--- src/rtl/upa2_coef_store.sv ---
// Per-channel A2 / PK1 / PK2 store behind the a2 update stage: limits A2T to +/-0.75,
// applies the TR trigger, clears itself after reset. Optional limit counter: UPA2_LIM_COUNT_EN.
module upa2_coef_store #(
    parameter int CHANNELS = 32,
    parameter int CH_W     = 5
) (
    input  logic            clk,
    input  logic            reset,
    input  logic            wr_valid,
    output logic            wr_ready,
    input  logic [CH_W-1:0] wr_ch,
    input  logic [15:0]     A2T,
    input  logic            PK0,
    input  logic            TR,
    input  logic            rd_req,
    input  logic [CH_W-1:0] rd_ch,
    output logic            rd_valid,
    output logic [15:0]     A2,
    output logic            PK1,
    output logic            PK2,
    output logic [15:0]     A2P,
    output logic            a2p_valid,
    output logic [15:0]     lim_count
);

    typedef enum logic {INIT = 1'b0, RUN = 1'b1} state_t;

    localparam logic [CH_W:0]   CH_LIM     = (CH_W+1)'(CHANNELS);
    localparam logic [CH_W-1:0] SWEEP_LAST = CH_W'(CHANNELS - 1);

    function automatic logic [15:0] lim_a2(input logic [15:0] v);
        if ($signed(v) > $signed(16'sh3000)) begin
            return 16'h3000;
        end else if ($signed(v) < $signed(16'shD000)) begin
            return 16'hD000;
        end else begin
            return v;
        end
    endfunction

    state_t            r_state;
    state_t            w_state_nx;
    logic [CH_W-1:0]   r_sweep;
    logic [CH_W-1:0]   w_sweep_nx;
    logic              r_wr_ready;

    logic [15:0]       r_a2 [CHANNELS];
    logic [CHANNELS-1:0] r_pk1;
    logic [CHANNELS-1:0] r_pk2;

    logic              r_rd_valid;
    logic [15:0]       r_a2_out;
    logic              r_pk1_out;
    logic              r_pk2_out;
    logic [15:0]       r_a2p;
    logic              r_a2p_valid;

    logic [15:0]       w_a2p;
    logic [15:0]       w_a2_new;
    logic              w_wr_acc;
    logic              w_wr_en;
    logic              w_rd_en;
    logic              w_wr_in_range;
    logic              w_rd_in_range;

    assign w_a2p         = lim_a2(A2T);
    assign w_a2_new      = TR ? 16'h0000 : w_a2p;
    assign w_wr_in_range = ({1'b0, wr_ch} < CH_LIM);
    assign w_rd_in_range = ({1'b0, rd_ch} < CH_LIM);
    assign w_wr_acc      = wr_valid && (r_state == RUN) && !reset;
    assign w_wr_en       = w_wr_acc && w_wr_in_range;
    assign w_rd_en       = rd_req && (r_state == RUN);

    // State register, sweep index and registered ready flag
    always_ff @(posedge clk) begin
        if (reset) begin
            r_state    <= INIT;
            r_sweep    <= {CH_W{1'b0}};
            r_wr_ready <= 1'b0;
        end else begin
            r_state    <= w_state_nx;
            r_sweep    <= w_sweep_nx;
            r_wr_ready <= (w_state_nx == RUN);
        end
    end

    // Next-state logic: INIT clears one channel per cycle, then RUN forever
    always_comb begin
        w_state_nx = r_state;
        w_sweep_nx = r_sweep;
        case (r_state)
            INIT: begin
                if (r_sweep == SWEEP_LAST) begin
                    w_state_nx = RUN;
                    w_sweep_nx = {CH_W{1'b0}};
                end else begin
                    w_sweep_nx = r_sweep + CH_W'(1);
                end
            end
            RUN: begin
                w_state_nx = RUN;
            end
            default: begin
                w_state_nx = INIT;
                w_sweep_nx = {CH_W{1'b0}};
            end
        endcase
    end

    // Channel storage: sweep clear during INIT, history shift on accepted writes
    always_ff @(posedge clk) begin
        if (r_state == INIT) begin
            r_a2[r_sweep]  <= 16'h0000;
            r_pk1[r_sweep] <= 1'b0;
            r_pk2[r_sweep] <= 1'b0;
        end else if (w_wr_en) begin
            r_a2[wr_ch]  <= w_a2_new;
            r_pk2[wr_ch] <= r_pk1[wr_ch];
            r_pk1[wr_ch] <= PK0;
        end
    end

    // Registered read port; a same-cycle write to the same channel is forwarded
    always_ff @(posedge clk) begin
        if (reset) begin
            r_rd_valid <= 1'b0;
            r_a2_out   <= 16'h0000;
            r_pk1_out  <= 1'b0;
            r_pk2_out  <= 1'b0;
        end else if (w_rd_en) begin
            r_rd_valid <= 1'b1;
            if (!w_rd_in_range) begin
                r_a2_out  <= 16'h0000;
                r_pk1_out <= 1'b0;
                r_pk2_out <= 1'b0;
            end else if (w_wr_en && (wr_ch == rd_ch)) begin
                r_a2_out  <= w_a2_new;
                r_pk1_out <= PK0;
                r_pk2_out <= r_pk1[wr_ch];
            end else begin
                r_a2_out  <= r_a2[rd_ch];
                r_pk1_out <= r_pk1[rd_ch];
                r_pk2_out <= r_pk2[rd_ch];
            end
        end else begin
            r_rd_valid <= 1'b0;
        end
    end

    // A2P monitor holds the limited value before TR is applied
    always_ff @(posedge clk) begin
        if (reset) begin
            r_a2p       <= 16'h0000;
            r_a2p_valid <= 1'b0;
        end else begin
            r_a2p_valid <= w_wr_acc;
            if (w_wr_acc) begin
                r_a2p <= w_a2p;
            end
        end
    end

`ifdef UPA2_LIM_COUNT_EN
    logic [15:0] r_lim_count;
    logic        w_clamped;

    assign w_clamped = (w_a2p != A2T);

    // Saturating count of accepted writes whose A2T hit either bound
    always_ff @(posedge clk) begin
        if (reset) begin
            r_lim_count <= 16'h0000;
        end else if (w_wr_acc && w_clamped && (r_lim_count != 16'hFFFF)) begin
            r_lim_count <= r_lim_count + 16'h0001;
        end
    end

    assign lim_count = r_lim_count;
`else
    assign lim_count = 16'h0000;
`endif

    assign wr_ready  = r_wr_ready;
    assign rd_valid  = r_rd_valid;
    assign A2        = r_a2_out;
    assign PK1       = r_pk1_out;
    assign PK2       = r_pk2_out;
    assign A2P       = r_a2p;
    assign a2p_valid = r_a2p_valid;

endmodule

--- config.mk ---
export PLATFORM = sky130hd
export DESIGN_NAME = upa2_coef_store
export DESIGN_NICKNAME = d
export VERILOG_FILES = /design/src/rtl/upa2_coef_store.sv
export SDC_FILE = /design/constraint.sdc
export NUM_CORES = 1
export LEC_CHECK = 0
export CORE_ASPECT_RATIO = 2
export CORE_MARGIN = 8
export CORE_UTILIZATION = 56
export CTS_CLUSTER_SIZE = 14
export DETAILED_ROUTE_END_ITERATION = 10
export PLACE_DENSITY = 0.84
export SETUP_SLACK_MARGIN = 0.3
export SLEW_MARGIN = 20
export SYNTH_ARGS = -nofsm -noshare
export SYNTH_HDL_FRONTEND = slang
export SYNTH_SLANG_ARGS = --single-unit
--- constraint.sdc ---
create_clock -name clk -period 4.74 [get_ports clk]
set_input_delay 0.474 -clock clk [delete_from_list [all_inputs] [get_ports clk]]
set_output_delay 0.474 -clock clk [all_outputs]
set_load 0.02 [all_outputs]
* Word level (Yosys, flattened, before mapping)
Memories as Yosys holds them, arrays and structs flattened. A register that Yosys moved wholly into a read port is not among the register bits.
Cells that the tools add are included.
** Cells by class
- Add/sub/neg operators :: 1
- $mul :: 0
- Divide/modulo/power cells :: 0
- Order comparisons :: 7
- Eq/ne operators :: 3
- Shifts and indexed selects :: 0
- Mux-type cells :: 32
- Bitwise gates (word level) :: 4
- Reduce and logical (&&, ||, !) cells :: 8
** Operator list (count)
- $mux 32 :: 4
- $and 32x32->32 :: 2
- $bwmux 32 :: 2
- $mux 16 :: 4
- $not 32->32 :: 1
- $lt 5x6->1 const B :: 3
- $gt 16x15->1 const B :: 1
- $lt 16x15->1 const B :: 1
- $reduce_or 16->1 :: 1
- $bmux 1 s5 :: 3
- $mux 1 :: 14
- $demux 1 s5 :: 2
- $ge 5x1->1 const B :: 2
- $mux 5 :: 2
- $logic_and 1x1->1 :: 6
- $add 5x1->5 const B :: 1
- $eq 5x5->1 :: 1
- $eq 5x5->1 const B :: 1
- $ne 2x1->1 const B :: 1
- $pmux 1 s2 :: 1
- $logic_not 1->1 :: 1
- $not 1->1 :: 1
** Storage, ports and cells
- Bits in registers :: 90
- Latch bits :: 0
- RAM bits :: 512
- Memory bits (read-only) :: 0
- Input bits :: 32
- Output and inout port bits :: 53
- Word-level logic and storage cells :: 65
- Memories :: 1
** Memories
- r_a2 :: depth 32, width 16, rd ports 1, clocked after memory_dff 1, write ports 1, line 47 : logic [15:0] r_a2 [CHANNELS];

* Logic depth before layout (Yosys ltp)
Gate-level depths: netlist of run 1.
- Depth after elaboration :: 7
- Mapped depth :: 12
- Gate-level depth less buffers :: 7

* Worst setup path after synthesis of run 1
No wires, ideal clock.
- Kind :: input to register
- Start point :: input A2T[1]
- End point :: memory r_a2[0][15], data pin
- Setup time :: 0.580 ns
- Arrival time :: 3.492 ns
- Required time :: 4.160 ns
- Path slack :: 0.667 ns
- Stages on the path :: 4
- Buffers on the path :: 0
- Cell sequence :: or4_1 -> nor4_1 -> a311o_1 -> nor4b_1
** On the way
- Longest elaborated chain between the ends :: 5
- Elaborated cells on any way between the ends :: 6
- Classes of those cells :: order compare: 2; mux: 4
** RTL lines
- start: declaration :: line 12 : input logic [15:0] A2T,
- $lt 16x15->1 :: line 34 : end else if ($signed(v) < $signed(16'shD000)) begin
- $mux 16 :: line 34
- $mux 16 (*) :: line 32 : if ($signed(v) > $signed(16'sh3000)) begin
- $mux 16 (*) :: line 67 : assign w_a2_new = TR ? 16'h0000 : w_a2p;
- $mux 16 (no line) (*)
- end: declaration :: line 47
Mark *: on every way between the ends. The rest lies on a longest branch, timed or not.

* Worst setup path in the final report of run 1
- Start point :: input A2T[1]
- End point :: memory r_a2[27][7], data pin
Same word-level chain as after synthesis.

==> results of run 1 <==
through the flow:
step / hold WS [ns] / total power, mW / std cells
after floorplan: 0.532 / 6.65 / 1510
after global placement: 0.449 / 6.87 / 2110
after detailed placement: 0.460 / 6.89 / 2110
after CTS: 0.469 / 10.8 / 2203
after global routing: 0.484 / 11.0 / 2203
final: 0.467 / 10.7 / 2203
power by group through the flow:
stage / combinational, mW / sequential, mW / clock, mW
final: 0.683 / 6.11 / 3.94
after global routing: 0.714 / 6.12 / 4.14
after CTS: 0.671 / 6.11 / 3.99
after detailed placement: 0.667 / 6.23 / 0
after global placement: 0.654 / 6.22 / 0
after floorplan: 0.466 / 6.18 / 0
worst max-delay path by stage:
stage            from                      to  slack, ns
2_1_floorplan  A2T[1]   r_a2[0][15]$_DFFE_PP_       0.67
3_3_place_gp   A2T[1]  r_a2[30][11]$_DFFE_PP_       1.03
3_5_place_dp   A2T[1]  r_a2[24][11]$_DFFE_PP_       0.88
4_1_cts        A2T[1]  r_a2[20][11]$_DFFE_PP_       1.51
5_1_grt        A2T[1]  r_a2[20][11]$_DFFE_PP_       1.32
6_report       A2T[1]   r_a2[27][7]$_DFFE_PP_       1.40
flip-flops by register name, indices dropped and copies added (netlist names):
name	count
A2	16
r_pk1	32
r_pk2	32
a2p_valid	1
PK2	1
r_sweep	5
PK1	1
r_a2	512
wr_ready	1
rd_valid	1
A2P	16
kinds of logic after synthesis:
family | after synthesis | synth area share [%]
adders and majority gates | 6 | 0.290
other | 1 | 0.0145
DFF | 618 | 70.0
and+or+nand+nor | 225 | 4.41
xor gates and xnor gates | 7 | 0.237
AOI/OAI and AO/OA | 272 | 7.51
buffers and inverters | 123 | 2.47
muxes | 243 | 15.1
tightest hold or removal path: cells and delay by family, from the launching register on:
kind,cells,cell delay (ns)
compound gates,1,0.06
flops,1,0.31
simple gates,1,0.05
Yosys cell counts, drive strengths merged (2+ instances only):
| cell type | n |
|---|---|
| mux2 | 4 |
| a21oi | 50 |
| a22o | 68 |
| a2111oi | 5 |
| a211o | 5 |
| or4 | 4 |
| nand2b | 8 |
| ha | 6 |
| buf | 61 |
| nor2 | 87 |
| or3b | 3 |
| nor2b | 10 |
| mux2i | 121 |
| o211ai | 6 |
| or3 | 3 |
| nand3b | 11 |
| xor2 | 4 |
| nor3b | 5 |
| nor3 | 14 |
| clkbuf | 54 |
| nand2 | 27 |
| a21boi | 3 |
| inv | 8 |
| nand3 | 10 |
| nor4 | 4 |
| mux4 | 118 |
| nand4 | 7 |
| a31oi | 2 |
| and4 | 2 |
| o31ai | 3 |
| and2 | 15 |
| and3 | 12 |
| a221oi | 4 |
| o22ai | 8 |
| edfxtp | 576 |
| a211oi | 18 |
| a221o | 7 |
| o21ai | 48 |
| dfxtp | 42 |
| xnor2 | 3 |
| a32o | 5 |
| a22oi | 37 |
placed cells by master (no fill, tap or decap), types with 5 or more instances in the layout:
cell / count
sky130_fd_sc_hd__and2_1: 15
sky130_fd_sc_hd__a22o_1: 68
sky130_fd_sc_hd__nand3_1: 10
sky130_fd_sc_hd__a32o_1: 5
sky130_fd_sc_hd__a211oi_1: 17
sky130_fd_sc_hd__o22ai_1: 8
sky130_fd_sc_hd__nor2_1: 87
sky130_fd_sc_hd__edfxtp_1: 576
sky130_fd_sc_hd__clkdlybuf4s50_1: 64
sky130_fd_sc_hd__a21oi_1: 50
sky130_fd_sc_hd__a211o_1: 5
sky130_fd_sc_hd__nand4_1: 7
sky130_fd_sc_hd__mux4_2: 118
sky130_fd_sc_hd__clkbuf_16: 52
sky130_fd_sc_hd__nand3b_1: 11
sky130_fd_sc_hd__o211ai_1: 6
sky130_fd_sc_hd__o21ai_0: 22
sky130_fd_sc_hd__mux2i_1: 120
sky130_fd_sc_hd__a221o_1: 7
sky130_fd_sc_hd__clkbuf_1: 36
sky130_fd_sc_hd__o21ai_1: 26
sky130_fd_sc_hd__nor2b_1: 10
sky130_fd_sc_hd__conb_1: 16
sky130_fd_sc_hd__nor3_1: 12
sky130_fd_sc_hd__nand2_1: 27
sky130_fd_sc_hd__dfxtp_1: 41
sky130_fd_sc_hd__and3_1: 12
sky130_fd_sc_hd__nand2b_1: 8
sky130_fd_sc_hd__ha_1: 6
sky130_fd_sc_hd__inv_1: 7
sky130_fd_sc_hd__a22oi_1: 37
sky130_fd_sc_hd__buf_4: 81
routing by layer:
metal,vias up,global-route usage [%],share of wire (%)
li1,6261,-,-
met1,7662,29.2,32
met2,1033,44.9,50
met3,301,5.53,9.2
met4,4,21.9,8.8
met5,-,0,0.037
area by class of cell:
type | count | area (um^2)
inverters | 8 | 30.0
clock inverters | 3 | 38.8
multi-input cells | 769 | 7230
well taps | 565 | 707
clock buffers | 90 | 1460
fillers | 3075 | 16900
flip-flops and latches | 618 | 18100
repair buffers | 150 | 1310
==> summary.md, run 1 <==
| Metric | Value |
|---|---|
| Run status | `completed` |
| Sinks on Clock Net | `~620` |
| Wire length per cell | `approximately 33 um` |
| Count of hold-fix buffers inserted at cts | `0` |
| Startpoint class of the critical path | `input pin` |
| Setup TNS Final | `0 ns` |
| CTS buffer count | `50` |
| Worst slew margin relative to its limit | `between 10% and 20%` |
| Pre-antenna DRT Iters | `8` |
| Layout net count | `1635` |
| RSZ-0062 raised after global routing | `no` |
| Arrival time worst endpoint | `between 3 and 4 ns` |
| Detailed placement HPWL | `roughly 46000 um` |
| Class of the tightest hold or removal check | `reg -> reg` |
| Post-detailed-routing wire length | `between 70000 and 80000 um` |
| Type of the setup path with the least slack | `in -> reg` |
| Seq/Total Area, Yosys | `70.0%` |
| Core ar. | `roughly 46000 um^2` |
| Critical path peak fanout | `17` |
| Proportion of register bits with asynchronous set or reset after synthesis | `0%` |
| Combinational share of power | `approximately 6.4%` |
| Post-Syn Instances | `around 1500` |
| Sequential fraction of design power | `around 57%` |
| Synthesized area per cell | `17.3 um^2` |
| Final antenna diode count | `0` |
| Startpoint of the most critical hold path | `A2P[14]$_SDFFE_PP0P_` |
| Portion of total power attributed to the clock network | `a little under two fifths` |
| Crit end category | `register` |
| Gpl congestion | `between 1 and 1.5` |
| Capturing point of the worst reg2reg path | `r_a2[24][12]$_DFFE_PP_` |
| Post-synthesis cell area | `about 26000 um^2` |
| Number of maximum-capacitance constraint violations | `0` |
| Clock transition time at the flip-flop clock pins of the worst setup and hold paths | `around 0.060 ns` |
| Row count | `about 110` |
| Via count normalized by instance count | `around 6.9` |
| Worst Setup Slack post-DPL | `0.884 ns` |
| Antenna violations before repair | `3` |
| Final hold violations | `0` |
| Fraction of post-synthesis cell area in the top cell type by area | `66.7%` |
| Cell taking the most area after synthesis | `sky130_fd_sc_hd__edfxtp_1` |
| DRC violations left | `0` |
| Total via count after detailed routing | `15261` |
| Switching Power | `between 2 and 2.5 mW` |
| Number of cells on the worst hold path | `2` |
| Crit-path cells | `clkdlybuf4s50_1, or4_1, nor4_1, a311o_1, and3b_1, and2_1, buf_4` |
| Clock tree from TritonCTS | `yes` |
| Number of flip-flops and latches in the synthesized netlist | `between 600 and 700` |
| Slowest stage delay, CP | `between 0.6 and 0.7 ns` |
| Final setup skew | `about 0.023 ns` |
| Post-CTS Setup Bufs | `0` |
| Fmax achieved | `roughly 0.30 GHz` |
| Global-route usage over all layers | `a little over a quarter` |
| Main flop type after synthesis | `sky130_fd_sc_hd__edfxtp_1` |
| Static Leak | `10.7 nW` |
| Number of flops mapped to enable cells by yosys | `approximately 580` |
| Final slew viol count | `0` |
| Post-route cell area | `28900 um^2` |
| Period utilization | `70.5%` |
| Layout cells sized above 1 | `between 10% and 20%` |
| Worst path bufs/invs | `2` |
| Global-route wire length before repair | `104000 um` |
| Die height | `320 um` |
| Count of port buffers added during placement | `68` |
| Number of warnings printed during yosys synthesis | `0` |
| Internal power | `between 8 and 9 mW` |
| Slew at the pin closest to its max-slew limit | `1.23 ns` |
| Area added between synthesis and finish | `11.6%` |
| Cell count of the worst reg-to-reg path | `7` |
| Critical-path cell with the highest stage delay | `sky130_fd_sc_hd__or4_1` |
| Clock network latency to the later pin of the worst-skew pair | `a little over 0.6 ns` |
| WHS Endpoint | `A2P[14]$_SDFFE_PP0P_` |
| Number of failing setup endpoints in the final timing report | `0` |
| Clock Tree Buf Depth | `3` |
| Worst setup slack for register-to-register paths | `~1.8 ns` |
| Final worst setup slack | `approximately 1.4 ns` |
| Via count of the first global-routing pass | `between 15000 and 20000` |
| Antenna Nets Post-Route | `0` |
| Startpoint of the most critical register-to-register path | `wr_ready$_SDFF_PP0_` |
| DRC violation total after the first TritonRoute iteration | `1765` |
| Overall overflow remaining after global route | `0` |
| Clock Root Buffer | `sky130_fd_sc_hd__clkbuf_16` |
| Final critical path time including I/O delays and setup | `between 3 and 4 ns` |
| Netlist cell types | `59` |
| Post-cts resize count | `0` |
| Core utilization of the finished layout | `a little over three fifths` |
| Die footprint | `53900 um^2` |
| Data required, critical path | `roughly 5.2 ns` |
| Maximum level of the CTS H-tree | `2` |
| Proportion of total power due to net switching | `a little over a fifth` |
| Total placed instance area | `approximately 27000 um^2` |
| PD cells | `371 nW/um^2` |
| Maximum number of pins on one net before global-route repair | `about 80` |
| Die X-Extent | `168 um` |
| Number of top-level pins | `85` |
| Starting Density | `56.6%` |
| Kind of cell with the highest combined delay on the critical path | `simple AND/OR/NAND/NOR gates` |
| Worst path depth | `7` |
| Worst IR drop on VDD | `0.246 mV` |
| Cells taking the most area after synthesis | `sky130_fd_sc_hd__edfxtp_1 (67%), sky130_fd_sc_hd__mux4_2 (10%), sky130_fd_sc_hd__mux2i_1 (4.6%), sky130_fd_sc_hd__dfxtp_1 (3.2%), sky130_fd_sc_hd__a22o_1 (2.3%)` |
Power figures use the tool's default switching activity.
==> inputs of run 2 (changes only) <==
==> constraint.sdc (replaced) <==
create_clock -name clk -period 3.16 [get_ports clk]
set_input_delay 0.316 -clock clk [delete_from_list [all_inputs] [get_ports clk]]
set_output_delay 0.316 -clock clk [all_outputs]
set_load 0.02 [all_outputs]
==> run 2 against run 1 <==
Count of clock-buffer cells in the layout down 21. Sequential share of layout area down 1.9 points. Power up 51%. Die area unchanged. Sequential power up 50%. Worst setup slack worse by 0.87 ns. Non-clock buffer count up 80. Wire length up 1.6%. Worst hold slack worse by 0.044 ns. Sequential cell count unchanged. Via count up 3.4%. Design area up 3.1%.
==> summary.md, run 2 (synthesis gave the netlist of run 1 again) <==
| Metric | Value |
|---|---|
| Count of hold-fix buffers inserted at cts | `0 (unchanged)` |
| Global-route wire length before repair | `107000 um (was 104000 um)` |
| Final hold violations | `0 (unchanged)` |
| Top register by number of flip-flops | `r_a2 (unchanged)` |
| Clock network latency to the later pin of the worst-skew pair | `0.61 ns (about the same)` |
| Sinks on Clock Net | `618 (unchanged)` |
| Capturing point of the worst reg2reg path | `r_a2[0][12]$_DFFE_PP_ (was r_a2[24][12]$_DFFE_PP_)` |
| Antenna Nets Post-Route | `0 (unchanged)` |
| DRC violation total after the first TritonRoute iteration | `2103 (was 1765)` |
| Total via count after detailed routing | `15787 (was 15261)` |
| Worst setup slack for register-to-register paths | `0.53 ns (was 1.82 ns)` |
| Number of maximum-capacitance constraint violations | `0 (unchanged)` |
| Clock Root Buffer | `sky130_fd_sc_hd__clkbuf_16 (unchanged)` |
| Kind of cell with the highest combined delay on the critical path | `compound AO/OA/AOI/OAI gates (was simple AND/OR/NAND/NOR gates)` |
| Type of the setup path with the least slack | `reg -> reg (was in -> reg)` |
| Final setup skew | `0.0291 ns (was 0.0230 ns)` |
| Worst IR drop on VDD | `0.406 mV (was 0.246 mV)` |
| Pre-antenna DRT Iters | `8 (unchanged)` |
| Maximum number of pins on one net before global-route repair | `67 (was 82)` |
| Setup TNS Final | `0 ns (unchanged)` |
| Startpoint of the most critical hold path | `A2T[15] (was A2P[14]$_SDFFE_PP0P_)` |
| Number of top-level pins | `85 (unchanged)` |
| RSZ-0062 raised after global routing | `no (unchanged)` |
| Layout cells sized above 1 | `21.0% (was 16.7%)` |
| Top cell by count, worst path | `sky130_fd_sc_hd__buf_4` |
| PD cells | `542 nW/um^2 (was 371 nW/um^2)` |
| Worst path bufs/invs | `2 (unchanged)` |
| Clock transition time at the flip-flop clock pins of the worst setup and hold paths | `0.07 ns (was 0.06 ns)` |
| WHS Endpoint | `A2P[14]$_SDFFE_PP0P_ (unchanged)` |
| Core ar. | `45800 um^2 (unchanged)` |
| Post-detailed-routing wire length | `73400 um (was 72300 um)` |
| Number of failing setup endpoints in the final timing report | `0 (unchanged)` |
| Number of cells on the worst hold path | `3 (was 2)` |
| Static Leak | `11.2 nW (was 10.7 nW)` |
| Crit end category | `register (unchanged)` |
| Met3 track demand over resource | `4.65% (was 5.53%)` |
| Layout net count | `1716 (was 1635)` |
| Critical path peak fanout | `30 (was 17)` |
| Final antenna diode count | `0 (unchanged)` |
| Met2 layer usage reported by global route | `47.9% (was 44.9%)` |
| Data required, critical path | `3.47 ns (was 5.18 ns)` |
| Wire length per cell | `32.4 um (was 32.8 um)` |
| Period utilization | `between 80% and 90%` |
| Fmax achieved | `0.380 GHz` |
| Via count normalized by instance count | `6.96 (was 6.93)` |
| Final slew viol count | `0 (unchanged)` |
| GRT Max-Usage Layer | `met2 (unchanged)` |
| Commonest non-fill, non-tap cells in the layout | `sky130_fd_sc_hd__edfxtp_1 (576), sky130_fd_sc_hd__buf_4 (136), sky130_fd_sc_hd__mux2i_1 (120) (was sky130_fd_sc_hd__edfxtp_1 (576), sky130_fd_sc_hd__mux2i_1 (120), sky130_fd_sc_hd__mux4_2 (118))` |
| Worst slew margin relative to its limit | `34.7% (was 17.3%)` |
| Clock tree from TritonCTS | `yes (unchanged)` |
| CTS buffer count | `51 (was 50)` |
| Count of port buffers added during placement | `68 (unchanged)` |
| Commonest non-fill, non-tap cell in the layout | `sky130_fd_sc_hd__edfxtp_1 (unchanged)` |
| Arrival time worst endpoint | `2.94 ns (was 3.78 ns)` |
| Cell count of the worst reg-to-reg path | `6 (was 7)` |
| Post-CTS Setup Bufs | `0 (unchanged)` |
| Largest register FFs | `512 (unchanged)` |
| Antenna violations before repair | `0 (was 3)` |
| DRC violations left | `0 (unchanged)` |
| Die height | `320 um (unchanged)` |
| Largest registers | `r_a2 x512, r_pk1 x32, r_pk2 x32 (unchanged)` |
| Die X-Extent | `168 um (unchanged)` |
| Critical-path cell with the highest stage delay | `sky130_fd_sc_hd__a21boi_1 (was sky130_fd_sc_hd__or4_1)` |
| Maximum level of the CTS H-tree | `2 (unchanged)` |
| Row count | `111 (unchanged)` |
| Startpoint class of the critical path | `register (was input pin)` |
| Number of instances in the placed design | `2190 (was 2110)` |
| Crit-path cells | `nand3b_1, buf_4, or3_1, a21boi_1, nor2_1, buf_4 (was clkdlybuf4s50_1, or4_1, nor4_1, a311o_1, and3b_1, and2_1, buf_4)` |
| Final critical path time including I/O delays and setup | `approximately 2.6 ns` |
| Overall overflow remaining after global route | `0 (unchanged)` |
| Class of the tightest hold or removal check | `in -> reg (was reg -> reg)` |
| Run status | `completed (unchanged)` |
| Via count of the first global-routing pass | `16170 (was 15544)` |
| Slew at the pin closest to its max-slew limit | `0.978 ns (was 1.23 ns)` |
| Global-route usage over all layers | `27.2% (was 26.8%)` |
| Count of fill cells added during filler insertion | `2903 (was 3075)` |
| Gpl congestion | `0.984 (was 1.01)` |
| Die footprint | `53900 um^2 (unchanged)` |
| Post-cts resize count | `0 (unchanged)` |
| Area added between synthesis and finish | `15.1% (was 11.6%)` |
| Startpoint of the most critical register-to-register path | `wr_ready$_SDFF_PP0_ (unchanged)` |
| Met1 track demand over resource in global routing | `29.2% (about the same)` |
| Slowest stage delay, CP | `0.79 ns (was 0.66 ns)` |
| Starting Density | `56.6% (unchanged)` |
| Clock Tree Buf Depth | `3 (unchanged)` |
| Detailed placement HPWL | `48300 um (was 46000 um)` |
| Layout Cells excl Fill | `2267 (was 2203)` |
[run 2: cell types whose count changed in the layout (fill, tap and decap cells not counted), moves of 2 or more]
| cell | previous run | this run |
|---|---|---|
| sky130_fd_sc_hd__buf_12 | 2 | 27 |
| sky130_fd_sc_hd__nor3_2 | 2 | 0 |
| sky130_fd_sc_hd__nor3_4 | 0 | 2 |
| sky130_fd_sc_hd__clkbuf_1 | 36 | 15 |
| sky130_fd_sc_hd__buf_4 | 81 | 136 |
[run 2: layout make-up]
cell class	instances	area (um^2)	area share [%]
Sequential cell	618	18100	60.8
Multi-Input combinational cell	769	7250	24.3
Timing Repair Buffer	230	2230	7.47
Clock buffer	69	1400	4.68
Tap cell	565	707	2.37
Clock inverter	8	80.1	0.268
Inverter	8	30.0	0.101
[run 2: per-layer routing]
layer	vias to the layer above	part of all wire (%)	routed length [um]
li1	6395	-	-
met1	7940	32	23300
met2	1129	52	37900
met3	323	8.6	6310
met4	0	8.0	5890
met5	-	0	0
[run 2: through the flow]
stage	power, mW	hold slack (ns)	utilization [%]	setup slack [ns]	area (um^2)
finish	16.2	0.423	65.1	0.530	29800
global route	16.5	0.418	65.1	0.484	29800
CTS	16.2	0.395	65.1	0.581	29800
detailed placement	10.4	0.451	61.9	0.0951	28400
global placement	10.4	0.446	61.9	0.0238	28400
floorplan	9.98	0.452	-	0.289	26000
[run 2: power breakdown]
part	total, mW	switching (mW)	internal (mW)
Clock	5.87	2.72	3.15
Combinational	1.12	0.627	0.491
Sequential	9.17	0.127	9.05
[run 2: worst min-delay path, cell delays in order]
cell	delay, ns
sky130_fd_sc_hd__clkdlybuf4s50_1	0.50
sky130_fd_sc_hd__nand2_1	0.10
sky130_fd_sc_hd__a21oi_1	0.06
[run 2: how the worst max path moves through the flow]
stage,from,depth (start not counted),endpoint
detailed placement,wr_ch[4],7,r_pk2[1]$_DFFE_PP_
finish,wr_ready$_SDFF_PP0_,6,r_a2[0][12]$_DFFE_PP_
global route,wr_ready$_SDFF_PP0_,6,r_a2[0][12]$_DFFE_PP_
floorplan,A2T[1],4,r_a2[0][15]$_DFFE_PP_
CTS,wr_ready$_SDFF_PP0_,6,r_a2[0][13]$_DFFE_PP_
global placement,wr_ch[4],7,r_pk2[5]$_DFFE_PP_
